[src/rtl/ext_mem_reader_if.sv]
// rtl/ext_mem_reader_if.sv - OBI read-master bus and output stream bundle for ext_mem_reader
interface ext_mem_reader_if;
  logic        mst_req_o;
  logic        mst_gnt_i;
  logic [31:0] mst_addr_o;
  logic        mst_we_o;
  logic [3:0]  mst_be_o;
  logic [31:0] mst_wdata_o;
  logic        mst_rvalid_i;
  logic [31:0] mst_rdata_i;
  logic [31:0] data_o;
  logic        valid_o;
  logic        ready_i;

  modport master (
    output mst_req_o, mst_addr_o, mst_we_o, mst_be_o, mst_wdata_o, data_o, valid_o,
    input  mst_gnt_i, mst_rvalid_i, mst_rdata_i, ready_i
  );

  modport slave (
    input  mst_req_o, mst_addr_o, mst_we_o, mst_be_o, mst_wdata_o, data_o, valid_o,
    output mst_gnt_i, mst_rvalid_i, mst_rdata_i, ready_i
  );
endinterface

[src/rtl/ext_mem_reader.sv]
// rtl/ext_mem_reader.sv - OBI block reader streaming words through a credit-limited FIFO; optional EXT_MEM_READER_CHECKSUM_EN
module ext_mem_reader #(
  parameter int FIFO_DEPTH = 4,
  parameter int LEN_WIDTH  = 16
) (
  input  logic                 clk_i,
  input  logic                 rst_i,
  input  logic                 start_i,
  input  logic [31:0]          src_addr_i,
  input  logic [LEN_WIDTH-1:0] len_i,
  output logic                 busy_o,
  output logic                 done_o,
  ext_mem_reader_if.master     bus
`ifdef EXT_MEM_READER_CHECKSUM_EN
  ,
  output logic [31:0]          checksum_o
`endif
);

  localparam int PW = $clog2(FIFO_DEPTH);
  localparam int CW = PW + 1;
  localparam logic [CW:0] DEPTH_V = (CW+1)'(FIFO_DEPTH);

  typedef enum logic [1:0] {IDLE, REQ, DRAIN} state_t;

  state_t               state_q, state_d;
  logic [31:0]          addr_q;
  logic [LEN_WIDTH-1:0] rem_q;
  logic [CW-1:0]        outst_q;
  logic [CW-1:0]        count_q;
  logic [PW-1:0]        wr_ptr_q, rd_ptr_q;
  logic [31:0]          mem_q [FIFO_DEPTH];
  logic                 done_q;

  logic req, gnt_fire, push, pop, valid, credit_ok, drain_done, start_ok;

  // Outstanding requests plus buffered words must leave room for every granted response.
  assign credit_ok  = ({1'b0, outst_q} + {1'b0, count_q}) < DEPTH_V;
  assign start_ok   = (state_q == IDLE) && start_i;
  assign gnt_fire   = req && bus.mst_gnt_i;
  assign push       = bus.mst_rvalid_i && (outst_q != '0);
  assign valid      = (count_q != '0);
  assign pop        = valid && bus.ready_i;
  // The final pop counts as drained so done follows it by exactly one cycle.
  assign drain_done = (outst_q == '0) && ((count_q == '0) || ((count_q == CW'(1)) && pop));

  // State register
  always_ff @(posedge clk_i) begin
    if (rst_i) state_q <= IDLE;
    else       state_q <= state_d;
  end

  // Next-state and request generation
  always_comb begin
    state_d = state_q;
    req     = 1'b0;
    case (state_q)
      IDLE: begin
        if (start_i) state_d = (len_i != '0) ? REQ : DRAIN;
      end
      REQ: begin
        req = credit_ok && (rem_q != '0);
        if (req && bus.mst_gnt_i && (rem_q == LEN_WIDTH'(1))) state_d = DRAIN;
      end
      DRAIN: begin
        if (drain_done) state_d = IDLE;
      end
      default: state_d = IDLE;
    endcase
  end

  // Address and remaining-word counters
  always_ff @(posedge clk_i) begin
    if (rst_i) begin
      addr_q <= '0;
      rem_q  <= '0;
    end else if (start_ok) begin
      addr_q <= {src_addr_i[31:2], 2'b00};
      rem_q  <= len_i;
    end else if (gnt_fire) begin
      addr_q <= addr_q + 32'd4;
      rem_q  <= rem_q - LEN_WIDTH'(1);
    end
  end

  // Granted-but-unanswered request count; responses arriving at zero are stale
  always_ff @(posedge clk_i) begin
    if (rst_i) outst_q <= '0;
    else begin
      case ({gnt_fire, push})
        2'b10:   outst_q <= outst_q + CW'(1);
        2'b01:   outst_q <= outst_q - CW'(1);
        default: outst_q <= outst_q;
      endcase
    end
  end

  // FIFO pointers and occupancy
  always_ff @(posedge clk_i) begin
    if (rst_i) begin
      wr_ptr_q <= '0;
      rd_ptr_q <= '0;
      count_q  <= '0;
    end else begin
      if (push) wr_ptr_q <= wr_ptr_q + PW'(1);
      if (pop)  rd_ptr_q <= rd_ptr_q + PW'(1);
      case ({push, pop})
        2'b10:   count_q <= count_q + CW'(1);
        2'b01:   count_q <= count_q - CW'(1);
        default: count_q <= count_q;
      endcase
    end
  end

  // FIFO storage; contents are meaningless until written, so no reset
  always_ff @(posedge clk_i) begin
    if (push) mem_q[wr_ptr_q] <= bus.mst_rdata_i;
  end

  // Completion pulse one cycle after the drain condition
  always_ff @(posedge clk_i) begin
    if (rst_i) done_q <= 1'b0;
    else       done_q <= (state_q == DRAIN) && drain_done;
  end

`ifdef EXT_MEM_READER_CHECKSUM_EN
  logic [31:0] csum_q;
  // Running XOR of popped words, restarted by each accepted start
  always_ff @(posedge clk_i) begin
    if (rst_i || start_ok) csum_q <= '0;
    else if (pop)          csum_q <= csum_q ^ bus.data_o;
  end
  assign checksum_o = csum_q;
`endif

  assign busy_o          = (state_q != IDLE);
  assign done_o          = done_q;
  assign bus.mst_req_o   = req;
  assign bus.mst_addr_o  = addr_q;
  assign bus.mst_we_o    = 1'b0;
  assign bus.mst_be_o    = 4'hF;
  assign bus.mst_wdata_o = 32'h0;
  assign bus.valid_o     = valid;
  assign bus.data_o      = valid ? mem_q[rd_ptr_q] : 32'h0;

endmodule

[src/flat_wrapper.sv]
// flat-port wrapper written by rule: the top's interface ports become plain ports
module ext_mem_reader_flat 
#(
  parameter int FIFO_DEPTH = 4,
  parameter int LEN_WIDTH  = 16
)
  (clk_i, rst_i, start_i, src_addr_i, len_i, busy_o, done_o, bus_mst_req_o, bus_mst_addr_o, bus_mst_we_o, bus_mst_be_o, bus_mst_wdata_o, bus_data_o, bus_valid_o, bus_mst_gnt_i, bus_mst_rvalid_i, bus_mst_rdata_i, bus_ready_i);
  ext_mem_reader_if bus_i ();
  input  logic clk_i;
  input  logic rst_i;
  input  logic start_i;
  input  logic [31:0] src_addr_i;
  input  logic [LEN_WIDTH-1:0] len_i;
  output logic busy_o;
  output logic done_o;
  output wire logic [$bits(bus_i.mst_req_o)-1:0] bus_mst_req_o;
  output wire logic [$bits(bus_i.mst_addr_o)-1:0] bus_mst_addr_o;
  output wire logic [$bits(bus_i.mst_we_o)-1:0] bus_mst_we_o;
  output wire logic [$bits(bus_i.mst_be_o)-1:0] bus_mst_be_o;
  output wire logic [$bits(bus_i.mst_wdata_o)-1:0] bus_mst_wdata_o;
  output wire logic [$bits(bus_i.data_o)-1:0] bus_data_o;
  output wire logic [$bits(bus_i.valid_o)-1:0] bus_valid_o;
  input wire logic [$bits(bus_i.mst_gnt_i)-1:0] bus_mst_gnt_i;
  input wire logic [$bits(bus_i.mst_rvalid_i)-1:0] bus_mst_rvalid_i;
  input wire logic [$bits(bus_i.mst_rdata_i)-1:0] bus_mst_rdata_i;
  input wire logic [$bits(bus_i.ready_i)-1:0] bus_ready_i;
  assign bus_mst_req_o = bus_i.mst_req_o;
  assign bus_mst_addr_o = bus_i.mst_addr_o;
  assign bus_mst_we_o = bus_i.mst_we_o;
  assign bus_mst_be_o = bus_i.mst_be_o;
  assign bus_mst_wdata_o = bus_i.mst_wdata_o;
  assign bus_data_o = bus_i.data_o;
  assign bus_valid_o = bus_i.valid_o;
  assign bus_i.mst_gnt_i = bus_mst_gnt_i;
  assign bus_i.mst_rvalid_i = bus_mst_rvalid_i;
  assign bus_i.mst_rdata_i = bus_mst_rdata_i;
  assign bus_i.ready_i = bus_ready_i;
  ext_mem_reader #(.FIFO_DEPTH(FIFO_DEPTH), .LEN_WIDTH(LEN_WIDTH)) u_core (.clk_i(clk_i), .rst_i(rst_i), .start_i(start_i), .src_addr_i(src_addr_i), .len_i(len_i), .busy_o(busy_o), .done_o(done_o), .bus(bus_i));
endmodule
[config.mk]
export PLATFORM = sky130hd
export DESIGN_NAME = ext_mem_reader_flat
export DESIGN_NICKNAME = d
export VERILOG_FILES = /design/src/rtl/ext_mem_reader_if.sv /design/src/rtl/ext_mem_reader.sv /design/src/flat_wrapper.sv
export SDC_FILE = /design/constraint.sdc
export NUM_CORES = 1
export LEC_CHECK = 0
export ABC_AREA = 1
export BUFFER_PORTS_ARGS = -buffer_cell sky130_fd_sc_hd__buf_2
export CAP_MARGIN = 40
export CORE_MARGIN = 4
export CORE_UTILIZATION = 40
export CTS_CLUSTER_DIAMETER = 80
export DETAILED_ROUTE_END_ITERATION = 6
export PLACE_DENSITY = 0.65
export SYNTH_ARGS = -nofsm -noshare
export SYNTH_HDL_FRONTEND = slang
export SYNTH_SLANG_ARGS = --single-unit
[constraint.sdc]
create_clock -name clk_i -period 3.4 [get_ports clk_i]
set_clock_uncertainty 0.05 [all_clocks]
set_input_delay 0.34 -clock clk_i [delete_from_list [all_inputs] [get_ports clk_i]]
set_output_delay 0.34 -clock clk_i [all_outputs]
set_load 0.1 [all_outputs]
==> Word level (Yosys, flattened, before mapping) <==
Memories as Yosys holds them, arrays and structs flattened. A register that Yosys moved wholly into a read port is not among the register bits.
Index checks and enable logic that the tools add are counted.
{ "word_totals": {"out_inout_bits": 105, "n_memories": 1, "ff_bits": 61, "wordCells": 72, "ram_bits": 128, "rom_bits": 0, "latch_bits": 0, "inputBits": 86} }
{ "mem_list": {"columns": ["name", "depth", "word_bits", "read_ports", "rd_ports_with_merged_regs", "wr", "line_no", "text"], "rows": [
  ["u_core.mem_q", 4, 32, 1, 1, 1, "ext_mem_reader.sv:32", "logic [31:0] mem_q [FIFO_DEPTH];"]
]} }
{ "op_classes": {"n_addsub": 9, "n_eq_ne": 11, "multipliers": 0, "reduce_logical": 24, "magnitude_cmp": 1, "n_div": 0, "shifts": 0, "mux": 17, "bitwise_logic": 0} }
{ "ops": {"columns": ["op", "n"], "rows": [
  ["32-bit 2-to-1 mux", 3],
  ["32-bit by 3-bit adder with 32-bit output, second input constant", 1],
  ["16-bit 2-to-1 mux", 2],
  ["16-bit nonzero test", 2],
  ["16-bit by 1-bit equality test with 1-bit output, second input constant", 1],
  ["16-bit by 1-bit subtractor with 16-bit output, second input constant", 1],
  ["2-bit 2-to-1 mux", 6],
  ["3-bit one-hot mux with 2 select lines", 2],
  ["1-bit logical AND", 10],
  ["2-bit nonzero test", 4],
  ["3-bit by 1-bit adder with 3-bit output, second input constant", 2],
  ["2-bit by 1-bit equality test with 1-bit output, second input constant", 3],
  ["2-bit equality test, second input constant", 3],
  ["3-bit zero test", 2],
  ["2-bit one-hot mux with 3 select lines", 1],
  ["3-bit nonzero test", 2],
  ["3-bit by 1-bit subtractor with 3-bit output, second input constant", 2],
  ["2-bit by 1-bit adder with 2-bit output, second input constant", 2],
  ["3-bit by 3-bit adder with 4-bit output", 1],
  ["4-bit by 3-bit less-than comparator with 1-bit output, second input constant", 1],
  ["2-bit by 1-bit inequality test with 1-bit output, second input constant", 2],
  ["3-bit by 1-bit equality test with 1-bit output, second input constant", 1],
  ["1-bit 2-to-1 mux", 3],
  ["3-bit AND reduction", 1],
  ["other kinds (4)", 4]
]} }

==> Longest topological paths before layout <==
{ "depth": {"depth_word": 7, "mapped_depth": 14} }

==> Worst setup path after synthesis <==
OpenSTA, ideal clock, no wires.
{ "synth_timing": {"path_type": "reg2out", "startpoint": "reg u_core.count_q[0]", "endpoint": "out bus_data_o[10]", "arrival_ns": 3.263, "path_stages_with_launch": 7, "setup_slack_ns": -0.253, "cell_sequence": "dfxtp_1 -> inv_1 -> ha_1 -> nand2_1 -> inv_1 -> clkbuf_1 -> a21oi_1"} }
{ "synth_via": {"elab_chain_cells": 2} }
{ "synth_rtl": {"columns": ["item", "line_no", "text"], "rows": [
  ["start: declaration", "ext_mem_reader.sv:30", "logic [CW-1:0] count_q;"],
  ["start signal: assignment", "ext_mem_reader.sv:108", "2'b10: count_q <= count_q + CW'(1);"],
  ["start signal: assignment", "ext_mem_reader.sv:109", "2'b01: count_q <= count_q - CW'(1);"],
  ["start signal: assignment", "ext_mem_reader.sv:110", "default: count_q <= count_q;"],
  ["3-bit nonzero test", "ext_mem_reader.sv:42", "assign valid = (count_q != '0);"],
  ["net bus_valid_o", "flat_wrapper.sv:22", "output wire logic [$bits(bus_i.valid_o)-1:0] bus_valid_o;"],
  ["32-bit 2-to-1 mux", "ext_mem_reader.sv:144", "assign bus.data_o = valid ? mem_q[rd_ptr_q] : 32'h0;"],
  ["end: declaration", "flat_wrapper.sv:21", "output wire logic [$bits(bus_i.data_o)-1:0] bus_data_o;"]
]} }
The timed path passes the listed nets, and every way through them passes these cells.

==> impl_metrics.ini <==
[status]
outcome = complete, no violations

[place]
placed_area_sq_um = 10800
pre_cts_ws_ns = 0.969
gp_congestion = 0.936
hpwl_mm = 15.3
placed_cells = 1541
portBuffers = 149

[routing]
drt_iter0_markers = 400
num_vias = 7592
drtPass1Iterations = 5
avgViaCountPerCell = 4.83
wl_mm = 22.9
drc = 0
ant_nets = 0
post_drt_wl_per_cell_um = 14.6

[finish]
multi_input_area_sq_um = 3780
drive_above_1_share_pct = 18.1
seq_area_sq_um = 5070
area_delta_synth_final_pct = 21.2
fin_cells = 1573
antenna_cells = 0
num-fill-cells = 2164
design_area_sq_um = 11400
fin_nets = 1349

[setup_path]
critical-path-max-stage-delay_ns = 0.55
r2r_end = u_core.rem_q[1]$_SDFFE_PP0P_
r2r_setup_slack_ns = 0.98
slowest_stage = buf_4
reg2reg_depth = 10
startpoint_type = flop
crit_buf_inv = 2
path_class = reg -> out
crit_arrival_ns = 2.28
critPathMostFrequentCell = nor2_1
crit_cells = 6
cp_max_fo = 64
cp_top_family = buffers and inverters
end_kind = output port
cp_data_required_time_ns = 3.01
path_cells = buf_4, nor2_1, nor2_1, o21ai_0, a21oi_1, buf_2
r2r_start = u_core.count_q[2]$_SDFFE_PP0P_

[sta]
rsz0062_at_grt = no
clock.fmax_ghz = 0.374
slew_violations = 0
setup-violations-final = 0
hold_viol = 0
hold-worst-slack_ns = 0.0618
min_period_over_period_pct = 78.7
period_needed_ns = 2.67
finalWorstSetupSlack_ns = 0.725
tightest_slew_ns = 0.804
slew_headroom_pct = 46.3

[clock_tree]
clk_latency_ns = 0.44
clk_pin_slew_worst_paths_ns = 0.09
cts_made_buffers = 17
root_buffer = clkbuf_16
hold_buffers = 0
ctsResizeCount = 0
cts_buffer_depth = 2
clkSinkCount = 189
cts_tree = done
cts_setup_buffers = 0
htree_levels = 4

[power_and_ir_drop]
p_sw_share_pct = 51.0
p_sw_mw = 5.67
p_int_mw = 5.45
power.share.clock_pct = 19.0
sequentialPowerShare_pct = 28.4
pwr-share-comb_pct = 52.6
irDropWorstVdd_mv = 0.567
p_leak_nw = 4.60
power_density_nw_per_um2 = 972
p_total_mw = 11.1

[worst_hold_path]
hold_end = u_core.mem_q[1][15]$_DFFE_PP_
min_path_type = in -> reg
holdCritStartpoint = bus_mst_rdata_i[15]
hold-path-cell-count = 1

[grt]
grt_max_degree = 65
grt_pass1_wl_mm = 36.0
grt_overflow = 0
grt_pass1_vias = 7092
grtUsageTotal_pct = 17.3
antenna_found_initial = 0

[synthesis]
yosysTopAreaCell = edfxtp_1
synth_area_per_cell_sq_um = 8.51
yosysWarnings = 0
ys_ff_latch = 189
synth_area_leaders = edfxtp_1, dfxtp_1, nor2_1, nand2_1, o21ai_0
synth_cells = 1110
syn_area_sq_um = 9440
synth_cell_types = 36
yosysTopAreaCellShare_pct = 40.7
ys_seq_area_share_pct = 53.6

[die]
die_area_sq_um = 26100
dieHeight_um = 162
std_cell_rows = 55
die_x_um = 162
coreArea_sq_um = 22900
ioPinCount = 191
start_util_pct = 41.2

[flow_run]
max_cap_violations = 0
-- layout by cell type (no fill, tap or decap), types with 2 or more instances in the layout --
| master | count |
|---|---|
| buf_12 | 29 |
| o21ai_0 | 102 |
| inv_6 | 2 |
| buf_4 | 15 |
| nand3b_1 | 8 |
| nor3_2 | 3 |
| conb_1 | 39 |
| clkinv_8 | 4 |
| clkinv_1 | 2 |
| dfxtp_1 | 60 |
| or2_2 | 5 |
| ha_1 | 15 |
| a21oi_1 | 66 |
| xor2_1 | 12 |
| o21ai_1 | 11 |
| nand3_1 | 33 |
| xnor2_1 | 7 |
| edfxtp_1 | 128 |
| nand2_2 | 3 |
| clkbuf_16 | 17 |
| nor4_1 | 3 |
| inv_1 | 60 |
| nand3_2 | 3 |
| nor3_1 | 14 |
| inv_12 | 8 |
| nor2_1 | 270 |
| nand2_1 | 188 |
| buf_2 | 120 |
| nor2_2 | 11 |
| o21bai_1 | 9 |
| nor2_4 | 2 |
| nand4_1 | 2 |
-- flip-flops by register name, summed over array words and instances, names as in the netlist, named ones only --
| signal | cells |
|---|---|
| u_core.count_q | 3 |
| u_core.wr_ptr_q | 2 |
| u_core.mem_q | 128 |
| u_core.outst_q | 3 |
| u_core.rd_ptr_q | 2 |
| u_core.done_o | 1 |
| u_core.rem_q | 16 |
| u_core.state_q | 2 |
| u_core.bus.mst_addr_o | 30 |
-- worst register-to-register path, delay by kind of cell, from the launching register on --
family,cells,cell delay (ns)
AND/OR/NAND/NOR,7,1.17
buffers and inverters,2,0.48
flip-flops,1,0.33
adder cells (fa/ha/maj),1,0.29
-- how the worst max path moves through the flow --
stage                                    from                           end  slack (ns)
2_1_floorplan  u_core.count_q[0]$_SDFFE_PP0P_                bus_data_o[10]       -0.25
3_3_place_gp   u_core.count_q[0]$_SDFFE_PP0P_                bus_data_o[14]        0.87
3_5_place_dp   u_core.count_q[2]$_SDFFE_PP0P_  u_core.rem_q[1]$_SDFFE_PP0P_        0.97
4_1_cts                                  flop                bus_data_o[17]        0.70
5_1_grt                                  flop                bus_data_o[17]        0.54
6_report                                 flop                bus_data_o[17]        0.73
-- logic make-up after synthesis --
| kind of cell | count (synthesis) | share of synthesized area (%) |
|---|---|---|
| AOI/OAI and AO/OA | 189 | 10.3 |
| xor gates and xnor gates | 19 | 1.76 |
| adders and majority gates | 16 | 2.20 |
| buffers and inverters | 147 | 7.92 |
| DFF | 189 | 53.6 |
| other | 2 | 0.0795 |
| and+or+nand+nor | 548 | 24.1 |
-- layout make-up --
cell class | instances | share of cell area [%]
Timing Repair Buffer | 165 | 11.5
Tap cell | 313 | 3.42
Inverter | 63 | 2.08
Clock inverter | 15 | 1.96
Clock buffer | 17 | 3.72
Multi-Input combinational cell | 811 | 33.0
Sequential cell | 189 | 44.3
-- cells in the mapped netlist (all sizes together) --
master,count
buf,59
nand3,36
clkinv,3
xnor2,7
nor2,283
nand2,192
or2,5
clkbuf,25
xor2,12
nand4,3
nor3b,1
a31oi,1
ha,15
nand3b,8
a21oi,66
nor3,17
fa,1
inv,60
edfxtp,128
conb,2
o21ai,113
nor4,3
dfxtp,61
o21bai,9
-- through the flow --
stage          utilization (%)  TNS, ns
2_1_floorplan                -    -7.68
3_3_place_gp              47.0        0
3_5_place_dp              47.1        0
4_1_cts                   49.9        0
5_1_grt                   49.9        0
6_report                  49.9        0
-- per-layer routing --
| layer | track usage, % | share of wire (%) | vias to the layer above |
|---|---|---|---|
| li1 | - | - | 3863 |
| met1 | 22.7 | 45 | 3475 |
| met2 | 29.2 | 48 | 238 |
| met3 | 3.62 | 6.3 | 16 |
| met4 | 4.31 | 1.0 | 0 |
| met5 | 0 | 0 | - |
-- power by group through the flow --
stage          Combinational (mW)  Sequential, mW  Clock, mW
2_1_floorplan                3.65            3.84          0
3_3_place_gp                 5.78            3.19          0
3_5_place_dp                 5.89            3.20          0
4_1_cts                      5.90            3.15       2.17
5_1_grt                      6.24            3.20       2.28
6_report                     5.86            3.15       2.11
(Power assumes the default switching activity.)
